--- src/rtl/cfs_ctrl_cfg_sync_if.sv ---
// cfs_ctrl_cfg_sync_if: register-block to config-sequencer update request bus
interface cfs_ctrl_cfg_sync_if #(
  parameter int ALGN_DATA_WIDTH = 32
);
  localparam int N = ALGN_DATA_WIDTH / 8;
  localparam int OW = ALGN_DATA_WIDTH <= 8 ? 1 : $clog2(N);
  localparam int SW = $clog2(N) + 1;
  logic wr_valid;
  logic [OW-1:0] wr_offset;
  logic [SW-1:0] wr_size;
  logic wr_ready;
  modport master (output wr_valid, output wr_offset, output wr_size, input wr_ready);
  modport slave (input wr_valid, input wr_offset, input wr_size, output wr_ready);
endinterface

--- src/rtl/cfs_ctrl_cfg_sync.sv ---
// cfs_ctrl_cfg_sync: checks offset/size updates and applies them only after the aligner has drained
module cfs_ctrl_cfg_sync #(
  parameter int ALGN_DATA_WIDTH = 32,
  parameter int DRAIN_TIMEOUT = 256,
  localparam int N = ALGN_DATA_WIDTH / 8,
  localparam int OW = ALGN_DATA_WIDTH <= 8 ? 1 : $clog2(N),
  localparam int SW = $clog2(N) + 1,
  localparam int CW = $clog2(DRAIN_TIMEOUT)
) (
  input  logic clk,
  input  logic reset_n,
  cfs_ctrl_cfg_sync_if.slave cfg,
  input  logic ctrl_idle,
  output logic hold_pop,
  output logic [OW-1:0] ctrl_offset,
  output logic [SW-1:0] ctrl_size,
  output logic cfg_done,
  output logic cfg_err,
  output logic cfg_timeout,
  output logic busy
);
  typedef enum logic [1:0] {IDLE, DRAIN, APPLY, RELEASE} state_t;
  state_t state, state_n;
  logic ready;
  logic idle_q;
  logic [CW-1:0] cnt;
  logic [OW-1:0] shadow_offset;
  logic [SW-1:0] shadow_size;
  logic [SW:0] off_x, sz_x, n_x, sz_div;
  logic legal, same, accept, done_n, err_n, timeout_n;
  assign cfg.wr_ready = ready;
  assign accept = cfg.wr_valid && ready;
  assign off_x = (SW+1)'(cfg.wr_offset);
  assign sz_x = {1'b0, cfg.wr_size};
  assign n_x = (SW+1)'(N);
  assign sz_div = sz_x == '0 ? (SW+1)'(1) : sz_x;
  assign legal = (sz_x != '0) && (off_x + sz_x <= n_x) && ((n_x + off_x) % sz_div == '0);
  assign same = cfg.wr_offset == ctrl_offset && cfg.wr_size == ctrl_size;
  // next state and single-cycle status pulses
  always_comb begin
    state_n = state;
    done_n = 1'b0;
    err_n = 1'b0;
    timeout_n = 1'b0;
    unique case (state)
      IDLE: begin
        err_n = accept && !legal;
        done_n = accept && legal && same;
        state_n = accept && legal && !same ? DRAIN : IDLE;
      end
      DRAIN: begin
        timeout_n = !(ctrl_idle && idle_q) && cnt == CW'(DRAIN_TIMEOUT - 1);
        state_n = ctrl_idle && idle_q ? APPLY : timeout_n ? IDLE : DRAIN;
      end
      APPLY: begin
        done_n = 1'b1;
        state_n = RELEASE;
      end
      RELEASE: state_n = IDLE;
    endcase
  end
  // state, registered outputs, shadow config and drain bookkeeping
  always_ff @(posedge clk or negedge reset_n) begin
    if (!reset_n) begin
      state <= IDLE;
      ready <= 1'b1;
      hold_pop <= 1'b0;
      busy <= 1'b0;
      cfg_done <= 1'b0;
      cfg_err <= 1'b0;
      cfg_timeout <= 1'b0;
      ctrl_offset <= '0;
      ctrl_size <= SW'(1);
      shadow_offset <= '0;
      shadow_size <= '0;
      cnt <= '0;
      idle_q <= 1'b0;
    end else begin
      state <= state_n;
      ready <= state_n == IDLE;
      hold_pop <= state_n != IDLE;
      busy <= state_n != IDLE;
      cfg_done <= done_n;
      cfg_err <= err_n;
      cfg_timeout <= timeout_n;
      cnt <= state == DRAIN ? cnt + 1'b1 : '0;
      idle_q <= state == DRAIN && ctrl_idle;
      shadow_offset <= state == IDLE && state_n == DRAIN ? cfg.wr_offset : timeout_n ? '0 : shadow_offset;
      shadow_size <= state == IDLE && state_n == DRAIN ? cfg.wr_size : timeout_n ? '0 : shadow_size;
      if (state == APPLY) begin
        ctrl_offset <= shadow_offset;
        ctrl_size <= shadow_size;
      end
    end
  end
endmodule

--- src/flat_wrapper.sv ---
// flat-port wrapper written by rule: the top's interface ports become plain ports
module cfs_ctrl_cfg_sync_flat 
#(
  parameter int ALGN_DATA_WIDTH = 32,
  parameter int DRAIN_TIMEOUT = 256,
  localparam int N = ALGN_DATA_WIDTH / 8,
  localparam int OW = ALGN_DATA_WIDTH <= 8 ? 1 : $clog2(N),
  localparam int SW = $clog2(N) + 1,
  localparam int CW = $clog2(DRAIN_TIMEOUT)
)
  (clk, reset_n, ctrl_idle, hold_pop, ctrl_offset, ctrl_size, cfg_done, cfg_err, cfg_timeout, busy, cfg_wr_valid, cfg_wr_offset, cfg_wr_size, cfg_wr_ready);
  cfs_ctrl_cfg_sync_if #(.ALGN_DATA_WIDTH(ALGN_DATA_WIDTH)) cfg_i ();
  input  logic clk;
  input  logic reset_n;
  input  logic ctrl_idle;
  output logic hold_pop;
  output logic [OW-1:0] ctrl_offset;
  output logic [SW-1:0] ctrl_size;
  output logic cfg_done;
  output logic cfg_err;
  output logic cfg_timeout;
  output logic busy;
  input wire logic [$bits(cfg_i.wr_valid)-1:0] cfg_wr_valid;
  input wire logic [$bits(cfg_i.wr_offset)-1:0] cfg_wr_offset;
  input wire logic [$bits(cfg_i.wr_size)-1:0] cfg_wr_size;
  output wire logic [$bits(cfg_i.wr_ready)-1:0] cfg_wr_ready;
  assign cfg_i.wr_valid = cfg_wr_valid;
  assign cfg_i.wr_offset = cfg_wr_offset;
  assign cfg_i.wr_size = cfg_wr_size;
  assign cfg_wr_ready = cfg_i.wr_ready;
  cfs_ctrl_cfg_sync #(.ALGN_DATA_WIDTH(ALGN_DATA_WIDTH), .DRAIN_TIMEOUT(DRAIN_TIMEOUT)) u_core (.clk(clk), .reset_n(reset_n), .cfg(cfg_i), .ctrl_idle(ctrl_idle), .hold_pop(hold_pop), .ctrl_offset(ctrl_offset), .ctrl_size(ctrl_size), .cfg_done(cfg_done), .cfg_err(cfg_err), .cfg_timeout(cfg_timeout), .busy(busy));
endmodule
--- config.mk ---
export PLATFORM = sky130hd
export DESIGN_NAME = cfs_ctrl_cfg_sync_flat
export DESIGN_NICKNAME = d
export VERILOG_FILES = /design/src/rtl/cfs_ctrl_cfg_sync_if.sv /design/src/rtl/cfs_ctrl_cfg_sync.sv /design/src/flat_wrapper.sv
export SDC_FILE = /design/constraint.sdc
export NUM_CORES = 1
export LEC_CHECK = 0
export ABC_AREA = 1
export ABC_CLOCK_PERIOD_IN_PS = 1420
export CAP_MARGIN = 30
export CORE_MARGIN = 2
export CORE_UTILIZATION = 31
export CTS_CLUSTER_DIAMETER = 200
export DETAILED_ROUTE_END_ITERATION = 10
export PLACE_DENSITY = 0.58
export SYNTH_ARGS = -nofsm -noshare
export SYNTH_HDL_FRONTEND = slang
export SYNTH_SLANG_ARGS = --single-unit
--- constraint.sdc ---
create_clock -name clk -period 1.42 [get_ports clk]
set_clock_uncertainty 0.05 [all_clocks]
set_input_delay 0.213 -clock clk [delete_from_list [all_inputs] [get_ports clk]]
set_output_delay 0.213 -clock clk [all_outputs]
set_load 0.005 [all_outputs]
# Yosys cells after proc, flatten, opt, wreduce, memory -nomap -nowiden
# Cells that the tools add are included.
# totals
ff_bits,26
out_inout_bits,11
# classes
addsub,3
n_div,1
magnitude_cmp,1
eq_ne,7
mux,13
n_reduce_logical,22
# ops
cell,count
logical AND 1 bit,12
two-way mux 3 bit,3
adder 8 x 1 -> 8 bit (second input constant),1
== test 8 bit (second input constant),1
logical NOT 4 bit,2
two-way mux 8 bit,1
case mux 2 bit (4 select lines),1
two-way mux 2 bit,3
adder 2 x 3 -> 4 bit,1
adder 3 x 2 -> 4 bit (first input constant),1
== test 2 x 1 -> 1 bit (second input constant),2
== test 2 bit (second input constant),2
less-or-equal comparator 4 x 3 -> 1 bit (second input constant),1
logical NOT 2 bit,2
modulo 4 x 4 -> 4 bit,1
two-way mux 1 bit,4
nonzero test 2 bit,2
nonzero test 4 bit,1
== test 3 bit,1
logical NOT 1 bit,3
== test 2 bit,1
case mux 1 bit (2 select lines),1

# Logic depth before layout (Yosys ltp)
# Gate-level depths: netlist (run 1).
# logic_depth
depth_word,12
depth_mapped,26

# Worst setup path after synthesis (run 1)
# OpenSTA, ideal clock, no wires.
# synth_path
path_kind,input to register
start,input cfg_wr_size[1]
end,register u_core.shadow_offset[0]
setup_ns,0.118
t_arrival_ns,2.539
setup_slack_ns,-1.287
stages,23
path_cell_list,nor2_1 inv_1 ha_1 nand2_1 nand2_1 nand2_2 nand3_2 nand2_1 nand2_1 inv_1 ha_1 inv_1 nor2_1 nor3_2 nor2_1 nand2_1 inv_2 nor2_4 nand3_4 nor2_8 nand3_4 nand3_1 nand2_1
# synth_between
elab_chain_len,12
elab_cells_between_ends,20
cone_classes,add/sub (1); div (1); order compare (1); eq/ne (2); mux (4); reduce/logical (11)
# synth_rtl
element,line,rtl
from (decl),flat_wrapper.sv:25,input wire logic [$bits(cfg_i.wr_size)-1:0] cfg_wr_size;
logical NOT 4 bit,cfs_ctrl_cfg_sync.sv:36,assign sz_div = sz_x == '0 ? (SW+1)'(1) : sz_x;
two-way mux 3 bit,cfs_ctrl_cfg_sync.sv:36,
modulo 4 x 4 -> 4 bit,cfs_ctrl_cfg_sync.sv:37,assign legal = (sz_x != '0) && (off_x + sz_x <= n_x) && ((n_x + off_x) % sz_div == '0);
logical NOT 4 bit,cfs_ctrl_cfg_sync.sv:37,
logical AND 1 bit,cfs_ctrl_cfg_sync.sv:37,
logical AND 1 bit,cfs_ctrl_cfg_sync.sv:49,state_n = accept && legal && !same ? DRAIN : IDLE;
logical AND 1 bit (*),cfs_ctrl_cfg_sync.sv:49,
two-way mux 1 bit (*),cfs_ctrl_cfg_sync.sv:49,
case mux 2 bit (4 select lines) (*),cfs_ctrl_cfg_sync.sv:45,unique case (state)
== test 2 x 1 -> 1 bit (*),cfs_ctrl_cfg_sync.sv:88,shadow_offset <= state == IDLE && state_n == DRAIN ? cfg.wr_offset : timeout_n ? '0 : shadow_offset;
logical AND 1 bit (*),cfs_ctrl_cfg_sync.sv:88,
two-way mux 2 bit / nonzero test 2 bit (equally long branches),--,
to (signal assigned),cfs_ctrl_cfg_sync.sv:88,
to (decl),cfs_ctrl_cfg_sync.sv:27,logic [OW-1:0] shadow_offset;
# Every way passes the cells marked *; elsewhere a longest branch is shown, timed or not.
# A chain may end at the register's enable or synchronous reset.

# Worst setup path after layout (run 1)
# Same ends and word-level chain as after synthesis.

==> results.txt, run 1 <==
Number of global-route vias before repair: 1684. The type of element capturing the critical path was a flip-flop. Synthesis handed over a netlist of 215 instances.

For this run, design rule violations remaining after detail routing come to 0. Depth of the CTS H-tree: 1. The checks that failed: negative setup slack.

The net count of the finished layout is 330. The total via count in the routed design is 1728, and the multiplexer share of the synthesized area is 0%. The die extent in x is 77.60 um.

The number of buffers added by the clock tree synthesis step was 3; the clock period minus worst slack was 2630 ps. The clock transition time at the flip-flop clock pins of the worst setup and hold paths was 90 ps. The wire-length estimate of the detail-placed layout is 3061 um. The logs give 0.5375 mV for the maximum vdd drop and 2 for the maximum clock path buffer count. The tree built by TritonCTS fans out to 26 sinks.

For the number of synthesis warnings, the log shows 0. The number of antenna violations at the first check in global routing was 0; the routability-driven placement congestion ratio was 0.8077. Number of iterations in the first detailed-routing pass: 4.

The design draws 3.250 mW. The tools report the combined flip-flop and latch cell area as 653.1 um2. In the layout the commonest cells are sky130_fd_sc_hd__buf_4, sky130_fd_sc_hd__nand2_1, sky130_fd_sc_hd__inv_1, sky130_fd_sc_hd__dfrtp_1, sky130_fd_sc_hd__nor2_1. The tools report the sort of element at the start of the critical path as an input port. The final setup slack of the worst path is -1210 ps.

The count of nets left with antenna violations once routing finished came out at 0. Counting distinct cell types in the post-synthesis netlist gives 32. Setup repair after global routing could not meet its margin everywhere. Static timing analysis puts the maximum clock frequency at 0.3802 GHz.

The run gives 1122 um2 as the area of combinational cells with multiple inputs. The flip-flop and latch count after synthesis works out to 26. For the worst-skew pair, the clock arrives at the later sink with an insertion delay of 270 ps. The final hold violation count came out at 0.

The overall routed net length was 4335 um; the count of buffers from port buffering was 19. The tools report the data required time at the worst endpoint as 1540 ps. Layout cell share with drive strength beyond 1: 47.73%. Summing the areas of all and, or, nand and nor instances in the mapped netlist gives 32.41% of the synthesized area. The tools report the global-route wire length before repair as 7196 um. The repair_antennas step left the layout with diodes totalling 0. The power density over the cells works out to 1143 nW/um2.

The global-route usage over all layers came out at 14.74%. The die covers 6021 um2. After synthesis, the cell types taking the most area are sky130_fd_sc_hd__dfrtp_1, sky130_fd_sc_hd__nand2_1, sky130_fd_sc_hd__inv_1. Synthesis produced a netlist with a net count of 236. The logs give 0 for the max-capacitance violation count and 2750 ps for the data arrival time of the critical path. Dividing the detail-routed wire length by the instance count gives 11.47 um. After synthesis, the largest family of logic cells by area is simple AND/OR/NAND/NOR gates.

The register area share after synthesis is 38.90%. The area growth from synthesis to layout is 69.30%. In this run the worst hold path is classified as input port to asynchronous set/reset pin.

Once the floorplan was initialized, standard cells occupied 32.46% of the core. For this design, the CTS-stage hold fixing added 0 buffers. The final period utilization is 185.2%.

The number of placed instances, taps included is 342. After the flow finishes, the layout carries non-filler instances totaling 378. The initialized floorplan defines 26 standard-cell rows. After Yosys synthesis, XOR and XNOR cells account for 1.565% of the synthesized area. The setup path with the least slack is of type input port to flip-flop. The run gives 5172 um2 as the area inside the core boundary. The flow ran to the end, but the final reports show violations. The most frequent standard cell in the layout excluding fill and tap cells is sky130_fd_sc_hd__buf_4. The run gives 1679 um2 as the cell area after technology mapping.

The tools report the number of top-level design ports as 20. TritonCTS built the clock tree. Die boundary height: 77.60 um. The fraction of the mapped netlist area in adder cells was 9.836%.

The biggest area contributor in the post-synthesis netlist is sky130_fd_sc_hd__dfrtp_1. The largest fanout of any net on the critical path was 5; the mean area per synthesized cell was 7.810 um2. The number of max-slew violations in the final report came out at 0. CTS placed an instance of sky130_fd_sc_hd__clkbuf_8 at the clock tree root.

In this run the static leakage power is 1.446 nW. The detailed router finished its first iteration with 90 violations. Global routing finished with a remaining overflow of 0. The count of filler cells inserted in the layout came out at 444.

Summed over its instances, the top area cell type makes up 35.77% of the synthesized netlist area. Summing the areas of all compound-gate instances in the mapped netlist gives 7.899% of the synthesized area. Entering global routing, the biggest net connects 27 pins. Setup violations remaining at the end of the flow were counted as 11. After detailed routing, the number of vias per cell comes to 4.571.
==> worst paths after layout <==
check | from | endpoint | slack (ps) | depth (start not counted)
max | cfg_wr_size[1] | u_core.shadow_offset[0] | -1210 | 22
min | reset_n | u_core.cnt[1] | 260 | 2
max reg2reg | u_core.cnt[0] | u_core.cfg.wr_ready | -240 | 12
min reg2reg | u_core.shadow_size[0] | u_core.ctrl_size[0] | 440 | 2
max in group asynchronous | reset_n | u_core.ctrl_size[0] | 840 | 2
min in group clk | cfg_wr_size[2] | u_core.shadow_size[2] | 260 | 4
==> metrics by stage <==
stage | hold WS (ps) | area [um2] | worst slack, ps | util [%] | TNS [ps]
floorplan | -132.6 | 1753 | -1178 | - | -10660
global placement | 419.6 | 2332 | -2008 | 45.09 | -19340
detailed placement | 422.6 | 2332 | -2057 | 45.09 | -19760
CTS | 265.0 | 2679 | -1146 | 51.79 | -10590
global route | 254.9 | 2843 | -1394 | 54.96 | -13250
finish | 256.6 | 2843 | -1210 | 54.96 | -11450
==> cell usage after synthesis, drive strengths merged <==
cell,instances
xnor2,2
o21bai,1
nand3,20
nand3b,1
nor3,3
dfrtp,24
nor2,25
conb,1
a211oi,1
nand2,51
o21ai,8
ha,10
nand4,10
fa,2
o22ai,2
inv,38
clkbuf,1
o31ai,1
dfstp,2
a21oi,10
xor2,1
buf,1
==> logic make-up (layout without fill, tap and decap cells) <==
group,count (synthesis),in the layout
AND/OR/NAND/NOR,110,110
buffers and inverters,40,133
flip-flops,26,26
AO/OA/AOI/OAI,23,23
adder cells (fa/ha/maj),12,12
XOR/XNOR,3,3
other,1,1
==> what timing repair did <==
action	CTS	global route
pin swaps	26	33
setup buffers	24	8
setup endpoints to repair	17	13
gates resized for setup	55	27
hold endpoints to repair	0	0
==> critical path: stages <==
cell and delay, ps:
sky130_fd_sc_hd__buf_12 110, sky130_fd_sc_hd__clkinvlp_4 90, sky130_fd_sc_hd__nand3_4 80, sky130_fd_sc_hd__nand2_4 100
sky130_fd_sc_hd__inv_4 40, sky130_fd_sc_hd__ha_4 150, sky130_fd_sc_hd__nand2_4 60, sky130_fd_sc_hd__nand2_2 50
sky130_fd_sc_hd__nand2_2 80, sky130_fd_sc_hd__nand4_1 150, sky130_fd_sc_hd__nand2_4 120, sky130_fd_sc_hd__inv_2 40
sky130_fd_sc_hd__fa_2 570, sky130_fd_sc_hd__nand2_2 60, sky130_fd_sc_hd__nor2_1 80, sky130_fd_sc_hd__a21oi_1 50
sky130_fd_sc_hd__nor2_2 160, sky130_fd_sc_hd__nand3_4 120, sky130_fd_sc_hd__nor2_8 160, sky130_fd_sc_hd__nand3_4 120
sky130_fd_sc_hd__nand3_2 90, sky130_fd_sc_hd__nand2_2 50
==> layout make-up <==
type                            instances  share of cell area [%]
Multi-Input combinational cell        149                   39.48
Timing Repair Buffer                   91                   26.85
Sequential cell                        26                   22.98
Inverter                               38                   5.678
Tap cell                               70                   3.081
Clock buffer                            4                   1.937
==> routing by layer <==
| metal | vias to the layer above | wire length, um | GRT usage (%) | part of all wire (%) |
|---|---|---|---|---|
| met4 | 0 | 15 | 2.500 | 0.35 |
| met5 | - | 0 | 0 | 0 |
| met3 | 2 | 158 | 2.907 | 3.6 |
| li1 | 877 | - | - | - |
| met2 | 39 | 2226 | 25.52 | 51 |
| met1 | 810 | 1935 | 19.25 | 45 |
==> flip-flops by register name, summed over array words and instances, names as in the netlist <==
| signal | flops |
|---|---|
| u_core.cfg.wr_ready | 1 |
| u_core.cfg_done | 1 |
| u_core.cfg_err | 1 |
| u_core.cfg_timeout | 1 |
| u_core.cnt | 8 |
| u_core.ctrl_offset | 2 |
| u_core.ctrl_size | 3 |
| u_core.hold_pop | 1 |
| u_core.idle_q | 1 |
| u_core.shadow_offset | 2 |
| u_core.shadow_size | 3 |
| u_core.state | 2 |
==> where the power goes <==
| part | total, mW | switching, mW | internal [mW] |
|---|---|---|---|
| clock network | 0.478 | 0.230 | 0.248 |
| registers | 1.07 | 0.116 | 0.953 |
| logic | 1.70 | 0.851 | 0.853 |
| total | 3.25 | 1.20 | 2.05 |
Power figures use the tool's default switching activity.
==> inputs of run 2 (changes only) <==
--- a/config.mk
+++ b/config.mk
@@ -13,6 +13,7 @@
 export CTS_CLUSTER_DIAMETER = 200
 export DETAILED_ROUTE_END_ITERATION = 10
 export PLACE_DENSITY = 0.58
+export SKIP_CTS_REPAIR_TIMING = 1
 export SYNTH_ARGS = -nofsm -noshare
 export SYNTH_HDL_FRONTEND = slang
 export SYNTH_SLANG_ARGS = --single-unit
==> run 2 against run 1 <==
The run still ends with negative setup slack left. Power down 3.9%. Die area unchanged. Core utilization down 3.0 points. Non-clock buffer count down 18. Combinational power down 8%. Maximum frequency up 0.44%. Worst setup slack better by 12 ps. Final cell count down 4.8%. Clock power up 0.8%. Register-to-register slack about the same. Routed wire length down 6.6%. Critical path type unchanged. Largest power group unchanged.
==> results.txt, run 2 (same netlist as run 1, synthesis figures left out) <==
The power density over the cells works out to 1162 nW/um2 (+1.7%). The tools report the reg-to-reg startpoint as u_core.cnt[1]. The critical path's slowest cell was sky130_fd_sc_hd__ha_4. The die extent in x is 77.60 um (unchanged). The largest registers in the layout are u_core.cnt: 8 flops, u_core.ctrl_size: 3 flops, u_core.shadow_size: 3 flops. The maximum clock path buffer count was 2 (unchanged).

The clock period minus worst slack was 2619 ps (-11.59 ps); the largest fanout of any net on the critical path was 6 (+1). The cell that appears most often on the critical path is sky130_fd_sc_hd__nand2_2. The final net count was 312 (-5.5%); the worst reg-to-reg setup slack was -250 ps (about the same).

The post-layout total power was 3.124 mW (-3.9%). Largest register by flop count: u_core.cnt. For the number of iterations in the first detailed-routing pass, the log shows 4 (unchanged). The setup slack at placement was -2057 ps (unchanged); the static leakage was 1.435 nW (-0.75%).

The number of cells traversed by the worst register-to-register path is 12 (unchanged). The area of the die was 6021 um2 (unchanged); the overall routed net length was 4049 um (-6.6%). STA classifies the critical path startpoint as an input port.

The kind of path behind the tightest hold check was input port to asynchronous set/reset pin. Average vias per placed instance: 4.494 (-1.7%). Walking the worst path, the cells encountered are buf_12 > nor2_4 > inv_2 > ha_4 > nand2_4 > nand2_2 > nand2_2 > nand3_2 > nand2_2 > nand2_2 > inv_2 > ha_4 > inv_2 > nor2_2 > nor3_2 > nor2_1 > nand2_1 > inv_2 > nor2_4 > nand3_4 > nor2_8 > nand3_4 > nand3_2 > nand2_2. Site row count: 26 (unchanged).

The tree is rooted in a sky130_fd_sc_hd__clkbuf_8. The run finished, with violations left. The final hold violation count was 0 (unchanged); the iteration-0 DRC count of the detailed router was 60 (-33%). The logs give 32.46% (unchanged) for the initial core utilization and 0 (unchanged) for the final antenna-violating net count. Count of buffers from port buffering: 19 (unchanged). The number of top-level design ports is 20 (unchanged), and the count of filler cells inserted in the layout is 473 (+6.5%). The critical path depth is 24 (+9.1%), and the final period utilization is 184.4% (-0.82 points). The delay of the slowest cell on the worst path came out at 300 ps (-270 ps).

Number of diodes added for antenna fixing: 0 (unchanged). The global-route usage over all layers was 13.28% (-1.5 points). The detailed placer's ending HPWL is 3061 um (unchanged), and the total via count in the routed design is 1618 (-6.4%). Remaining routing DRC violations: 0 (unchanged).

The type of element capturing the critical path is a flip-flop. Setup repair after global routing could not meet its margin everywhere. The checks that failed: negative setup slack. The final setup slack of the worst path came out at -1199 ps (+11.59 ps). For the global-route wire length before repair, the log shows 6555 um (-8.9%). The number of buffers added by the clock tree synthesis step is 3 (unchanged), and the buffers plus inverters on the worst setup path is 5 (+1). Clock net sink count: 26 (unchanged). The number of antenna violations at the first check in global routing is 0 (unchanged). The achievable frequency is 0.3819 GHz (+0.44%). The run gives 51.96% (-3.0 points) as the final standard cell utilization of the core. The clock transition time at the flip-flop clock pins of the worst setup and hold paths works out to 90 ps (about the same). TritonCTS built the clock tree. The depth of the CTS H-tree came out at 1 (unchanged).

The worst register-to-register path ends at u_core.cfg.wr_ready. The area inside the core boundary was 5172 um2 (unchanged). The tools report the largest net degree at the start of global routing as 27 (unchanged). The routability-driven placement congestion ratio was 0.8077 (unchanged). The number of flip-flops under the largest register name works out to 8 (unchanged). The worst setup path is of the input port to flip-flop kind. The most frequent standard cell in the layout excluding fill and tap cells was sky130_fd_sc_hd__buf_4. The number of endpoints failing setup at the final stage is 11 (unchanged). The average wire per standard cell works out to 11.25 um (-1.9%). The run gives 254.0 ps (-2.637 ps) as the worst-case hold slack. The maximum vdd drop is 0.5727 mV (+6.5%), and the die boundary height is 77.60 um (unchanged).

The tools report the number of max-slew violations in the final report as 0 (unchanged). Relative to the synthesized area, the layout overhead comes to 60.06%. Clock latency on the worst-skew pair: 270 ps (about the same).

In the layout the commonest cells are sky130_fd_sc_hd__buf_4, sky130_fd_sc_hd__nand2_1, sky130_fd_sc_hd__inv_1, sky130_fd_sc_hd__dfrtp_1, sky130_fd_sc_hd__nor2_1. The number of global-route vias before repair is 1506 (-11%), and the layout cell share with drive strength beyond 1 is 42.41% (-5.3 points). The logs give 0 (unchanged) for the max-capacitance violation count and 0 (unchanged) for the overall overflow remaining after global route. The data required time at the worst endpoint was 1540 ps (about the same); the data arrival time of the critical path was 2730 ps (-20 ps).

On the critical path the largest part of the delay comes from simple AND/OR/NAND/NOR gates.
==> run 2: cell count changes in the layout (fill, tap and decap cells not counted), sizes merged <==
cell          delta
buf             -19
dlygate4sd2      -6
dlymetal6s2s     +6
clkbuf           +1
==> run 2: worst max-delay path by stage <==
stage                        start                      end  slack (ps)
CTS                 cfg_wr_size[1]  u_core.shadow_offset[0]       -1790
finish              cfg_wr_size[2]  u_core.shadow_offset[0]       -1200
global placement    cfg_wr_size[1]  u_core.shadow_offset[0]       -2010
global route        cfg_wr_size[2]  u_core.shadow_offset[0]       -1370
detailed placement  cfg_wr_size[1]  u_core.shadow_offset[0]       -2060
floorplan           cfg_wr_size[1]  u_core.shadow_offset[0]       -1180
==> run 2: power breakdown <==
part | leakage (nW) | switching, mW | internal [mW]
registers | 0.343 | 0.120 | 0.953
clock network | 0.0288 | 0.234 | 0.248
logic | 1.06 | 0.796 | 0.773
total | 1.43 | 1.15 | 1.97
==> run 2: layout make-up <==
cell class	instances	area [um2]	area share, %
Timing Repair Buffer	73	639.4	23.79
Sequential cell	26	653.1	24.30
Inverter	38	153.9	5.726
Clock buffer	4	55.05	2.048
Multi-Input combinational cell	149	1099	40.88
Tap cell	70	87.58	3.259
==> run 2: routing by layer <==
layer  up-vias  wire, um  GRT usage, %
li1        845         -             -
met2        21      2001         21.21
met5         -         0             0
met1       750      1933         19.03
met4         0        15         2.143
met3         2        98         2.442
==> run 2: metrics by stage <==
stage	cell area (um2)	cells	TNS (ps)
3_3_place_gp	2332	342	-19340
6_report	2688	360	-11060
3_5_place_dp	2332	342	-19760
4_1_cts	2387	346	-17850
2_1_floorplan	1753	215	-10660
5_1_grt	2688	360	-12850
==> inputs of run 3 (changes only) <==
--- a/config.mk
+++ b/config.mk
@@ -8,11 +8,14 @@
 export ABC_AREA = 1
 export ABC_CLOCK_PERIOD_IN_PS = 1420
 export CAP_MARGIN = 30
+export CELL_PAD_IN_SITES_DETAIL_PLACEMENT = 2
+export CELL_PAD_IN_SITES_GLOBAL_PLACEMENT = 2
 export CORE_MARGIN = 2
 export CORE_UTILIZATION = 31
 export CTS_CLUSTER_DIAMETER = 200
 export DETAILED_ROUTE_END_ITERATION = 10
-export PLACE_DENSITY = 0.58
+export DONT_BUFFER_PORTS = 1
+export PLACE_DENSITY = 0.78
 export SKIP_CTS_REPAIR_TIMING = 1
 export SYNTH_ARGS = -nofsm -noshare
 export SYNTH_HDL_FRONTEND = slang
==> run 3 against run 2 <==
The run still ends with negative setup slack left. Global-route usage is 6.6 points higher. Routed wire length is 84% higher. First-iteration DRC count is 47% lower. Sequential share of layout area is 1.1 points higher. Power is 10% higher. Critical path depth is 5 lower. Maximum frequency is 4.0% lower. Clock-buffer cell count is 1 lower. Via count is 7.2% higher. Clock power is 30% higher. Worst setup slack worse by 110 ps. Sequential power is 7% higher. Largest cell class unchanged. Highest routed layer unchanged.
==> results.txt, run 3 (same netlist as run 1, synthesis figures left out) <==
The tools report the number of top-level design ports as 20 (unchanged). Largest register by flop count: u_core.cnt. Static leakage: 1.298 nW (-9.5%). The run gives -1538 ps (+519.8 ps) as the setup slack at placement. The buffers plus inverters on the worst setup path was 2 (-3); the met1 routing resource usage after global routing was 23.07% (+4.0 points). The run gives 38.53% (+17 points) as the met2 capacity usage during global routing.

The kind of path behind the tightest hold check was input port to flip-flop. The detailed placer's ending HPWL was 4439 um (+45%). Setup repair after global routing could not meet its margin everywhere.

The initial core utilization came out at 32.46% (unchanged). The worst reg-to-reg setup slack was -310 ps (-60 ps). The global routing stage identified its most utilized layer as met2. The overall overflow remaining after global route is 0 (unchanged). The delay of the slowest cell on the worst path was 420 ps (+120 ps). The data required time at the worst endpoint was 1530 ps (about the same); the instance count along the most critical hold path was 2. The category of cells accounting for the largest share of critical-path delay was simple AND/OR/NAND/NOR gates. The tools report the worst-case hold slack as 75.00 ps (-179.0 ps). For the global-route wire length before repair, the log shows 9418 um (+44%).

The number of flip-flops under the largest register name is 8 (unchanged), and the number of diodes added for antenna fixing is 0 (unchanged). In the final layout, the registers with the most flip-flops are u_core.cnt: 8 flops, u_core.ctrl_size: 3 flops, u_core.shadow_size: 3 flops. For the achievable frequency, the log shows 0.3666 GHz (-4.0%). The switching share of power is 41.73% (+4.9 points). The die boundary height is 77.60 um (unchanged), and the layout cell share with drive strength beyond 1 is 46.93% (+4.5 points).

The final cell count without fillers is 347 (-3.6%), and the clock transition time at the flip-flop clock pins of the worst setup and hold paths is 90 ps (about the same). STA classifies the critical path startpoint as an input port. The run gives 1.005 mV (+76%) as the maximum vdd drop. The area of the die is 6021 um2 (unchanged). In this run the clock root is driven by a sky130_fd_sc_hd__clkbuf_8. The critical path's slowest cell is sky130_fd_sc_hd__fa_2. Number of max-slew violations in the final report: 0 (unchanged).

The data arrival time of the critical path is 2840 ps (+110 ps), and the power density over the cells is 1339 nW/um2 (+15%). Average wire per standard cell: 21.46 um (+91%). The cell repeated most along the worst path is sky130_fd_sc_hd__nand3_4.

The worst register-to-register path begins at u_core.ctrl_size[2]. The global-route usage over all layers is 19.85% (+6.6 points). The run gives 653.1 um2 (unchanged) as the combined flip-flop and latch cell area.

For the clock group share of total power, the log shows 18.2% (+2.8 points). Leaving out fill and tap cells, the most frequent cells in the layout are sky130_fd_sc_hd__buf_4, sky130_fd_sc_hd__nand2_1, sky130_fd_sc_hd__inv_1, sky130_fd_sc_hd__dfrtp_1, sky130_fd_sc_hd__nor2_1. The internal power of the cells came out at 2.008 mW (+1.7%).

Met3 track demand over resource in global routing: 1.977% (-0.47 points). The flow ran to the end, but the final reports show violations. The largest net degree at the start of global routing came out at 27 (unchanged). STA classifies the critical path endpoint as a flip-flop. Number of buffers added by the clock tree synthesis step: 3 (unchanged).

The run gives 1735 (+7.2%) as the total via count in the routed design. The number of global-route vias before repair is 1929 (+28%). The startpoint identified for the worst hold timing path is cfg_wr_size[0].

The clock period minus worst slack is 2728 ps (+109.2 ps), and the final setup slack of the worst path is -1308 ps (-109.2 ps). The final standard cell area without fillers came out at 2574 um2 (-4.2%). Maximum clock path buffer count: 2 (unchanged).

By startpoint and endpoint, the worst setup path is classified as input port to flip-flop. The number of iterations in the first detailed-routing pass is 4 (unchanged), and the depth of the CTS H-tree is 1 (unchanged). The clock latency on the worst-skew pair was 280 ps (about the same); the final period utilization was 192.1% (+7.7 points).

The average vias per placed instance was 5.000 (+11%); the part of the total power dissipated in sequential elements was 33.2% (-1.1 points). Iteration-0 DRC count of the detailed router: 32 (-47%). The capture instance of the worst register-to-register path was u_core.shadow_size[0]. The number of antenna violations at the first check in global routing was 0 (unchanged).

The routability-driven placement congestion ratio is 0.8239 (+2.0%). The checks that failed: negative setup slack. Combinational power share: 48.6% (-1.7 points).

The count of buffers from port buffering is 0 (-19). The most frequent standard cell in the layout excluding fill and tap cells is sky130_fd_sc_hd__buf_4. The remaining routing DRC violations is 0 (unchanged). The die extent in x is 77.60 um (unchanged), and the total placed instance area is 2130 um2 (-8.7%). Largest fanout of any net on the critical path: 7 (+1). The logs give 7448 um (+84%) for the overall routed net length and 533 (+13%) for the count of filler cells inserted in the layout. The final net count came out at 299 (-4.2%). The max-capacitance violation count is 0 (unchanged).

For the net switching power, the log shows 1.438 mW (+25%). The run gives 14 (+3) as the number of endpoints failing setup at the final stage. The tools report the site row count as 26 (unchanged).

Walking the worst path, the cells encountered are clkinvlp_4 > nand3_4 > nand2_4 > ha_4 > nand3_4 > nand3_4 > nand2_2 > nand2_2 > inv_2 > fa_2 > xnor2_1 > nor2_2 > a21oi_2 > nor2_2 > nand3_4 > nor2_8 > nand3_4 > nand3_2 > nand2_1. Endpoint with the worst hold slack: u_core.shadow_size[0]. The number of cells traversed by the worst register-to-register path was 8 (-4).

The area of combinational cells with multiple inputs is 1131 um2 (+3.0%), and the number of placed instances, taps included is 323 (-5.6%). Clock net sink count: 26 (unchanged). The final antenna-violating net count is 0 (unchanged).

The final hold violation count was 0 (unchanged). In this run the worst setup path begins at cfg_wr_size[1]. TritonCTS built the clock tree.

Compared with the post-synthesis result, the final layout area differs by 53.28%. The area inside the core boundary is 5172 um2 (unchanged).
[run 3: changes by cell type in the layout (fill, tap and decap cells not counted), moves of 2 or more]
cell and delta:
sky130_fd_sc_hd__dlymetal6s2s_1 -7, sky130_fd_sc_hd__nand2_1 -3, sky130_fd_sc_hd__dlygate4sd3_1 +2, sky130_fd_sc_hd__inv_2 -2, sky130_fd_sc_hd__nor2_2 +2, sky130_fd_sc_hd__buf_4 +4
sky130_fd_sc_hd__o21ai_2 +2, sky130_fd_sc_hd__nor2_1 -2, sky130_fd_sc_hd__clkdlybuf4s50_1 -9, sky130_fd_sc_hd__nand2_2 +2
[run 3: final cells by class]
class	instances	share of cell area (%)
multi-input combinational	149	43.95
sequential	26	25.38
timing repair buffer	60	18.33
inverter	38	6.174
tap	70	3.403
clock buffer	3	1.604
clock inverter	1	1.167
[run 3: worst max path at each step]
stage,to,slack (ps),cells after the start
6_report,u_core.shadow_size[0],-1310,19
5_1_grt,u_core.shadow_size[2],-1450,21
4_1_cts,u_core.shadow_size[2],-1280,25
3_5_place_dp,u_core.shadow_size[0],-1540,25
3_3_place_gp,u_core.shadow_size[0],-1390,25
2_1_floorplan,u_core.shadow_offset[0],-1180,19
[run 3: metrics by stage]
| step | utilization, % | power, mW | TNS (ps) |
|---|---|---|---|
| 2_1_floorplan | - | 1.837 | -10660 |
| 3_3_place_gp | 41.17 | 2.301 | -13310 |
| 3_5_place_dp | 41.17 | 2.403 | -14640 |
| 4_1_cts | 42.55 | 3.044 | -11890 |
| 5_1_grt | 49.76 | 3.631 | -14370 |
| 6_report | 49.76 | 3.445 | -12490 |
[run 3: routing by layer]
layer  wire [um]  vias up
met4         171        0
li1            -      821
met2        4151       21
met5           0        -
met3          73       13
met1        3052      880
[run 3: power groups by stage]
stage                     registers (mW)  logic, mW  clock network, mW
after detailed placement            1.13       1.27                  0
after floorplan                     1.08      0.755                  0
after global routing                1.17       1.81              0.657
final                               1.14       1.67              0.626
after global placement              1.11       1.19                  0
after CTS                           1.12       1.30              0.623
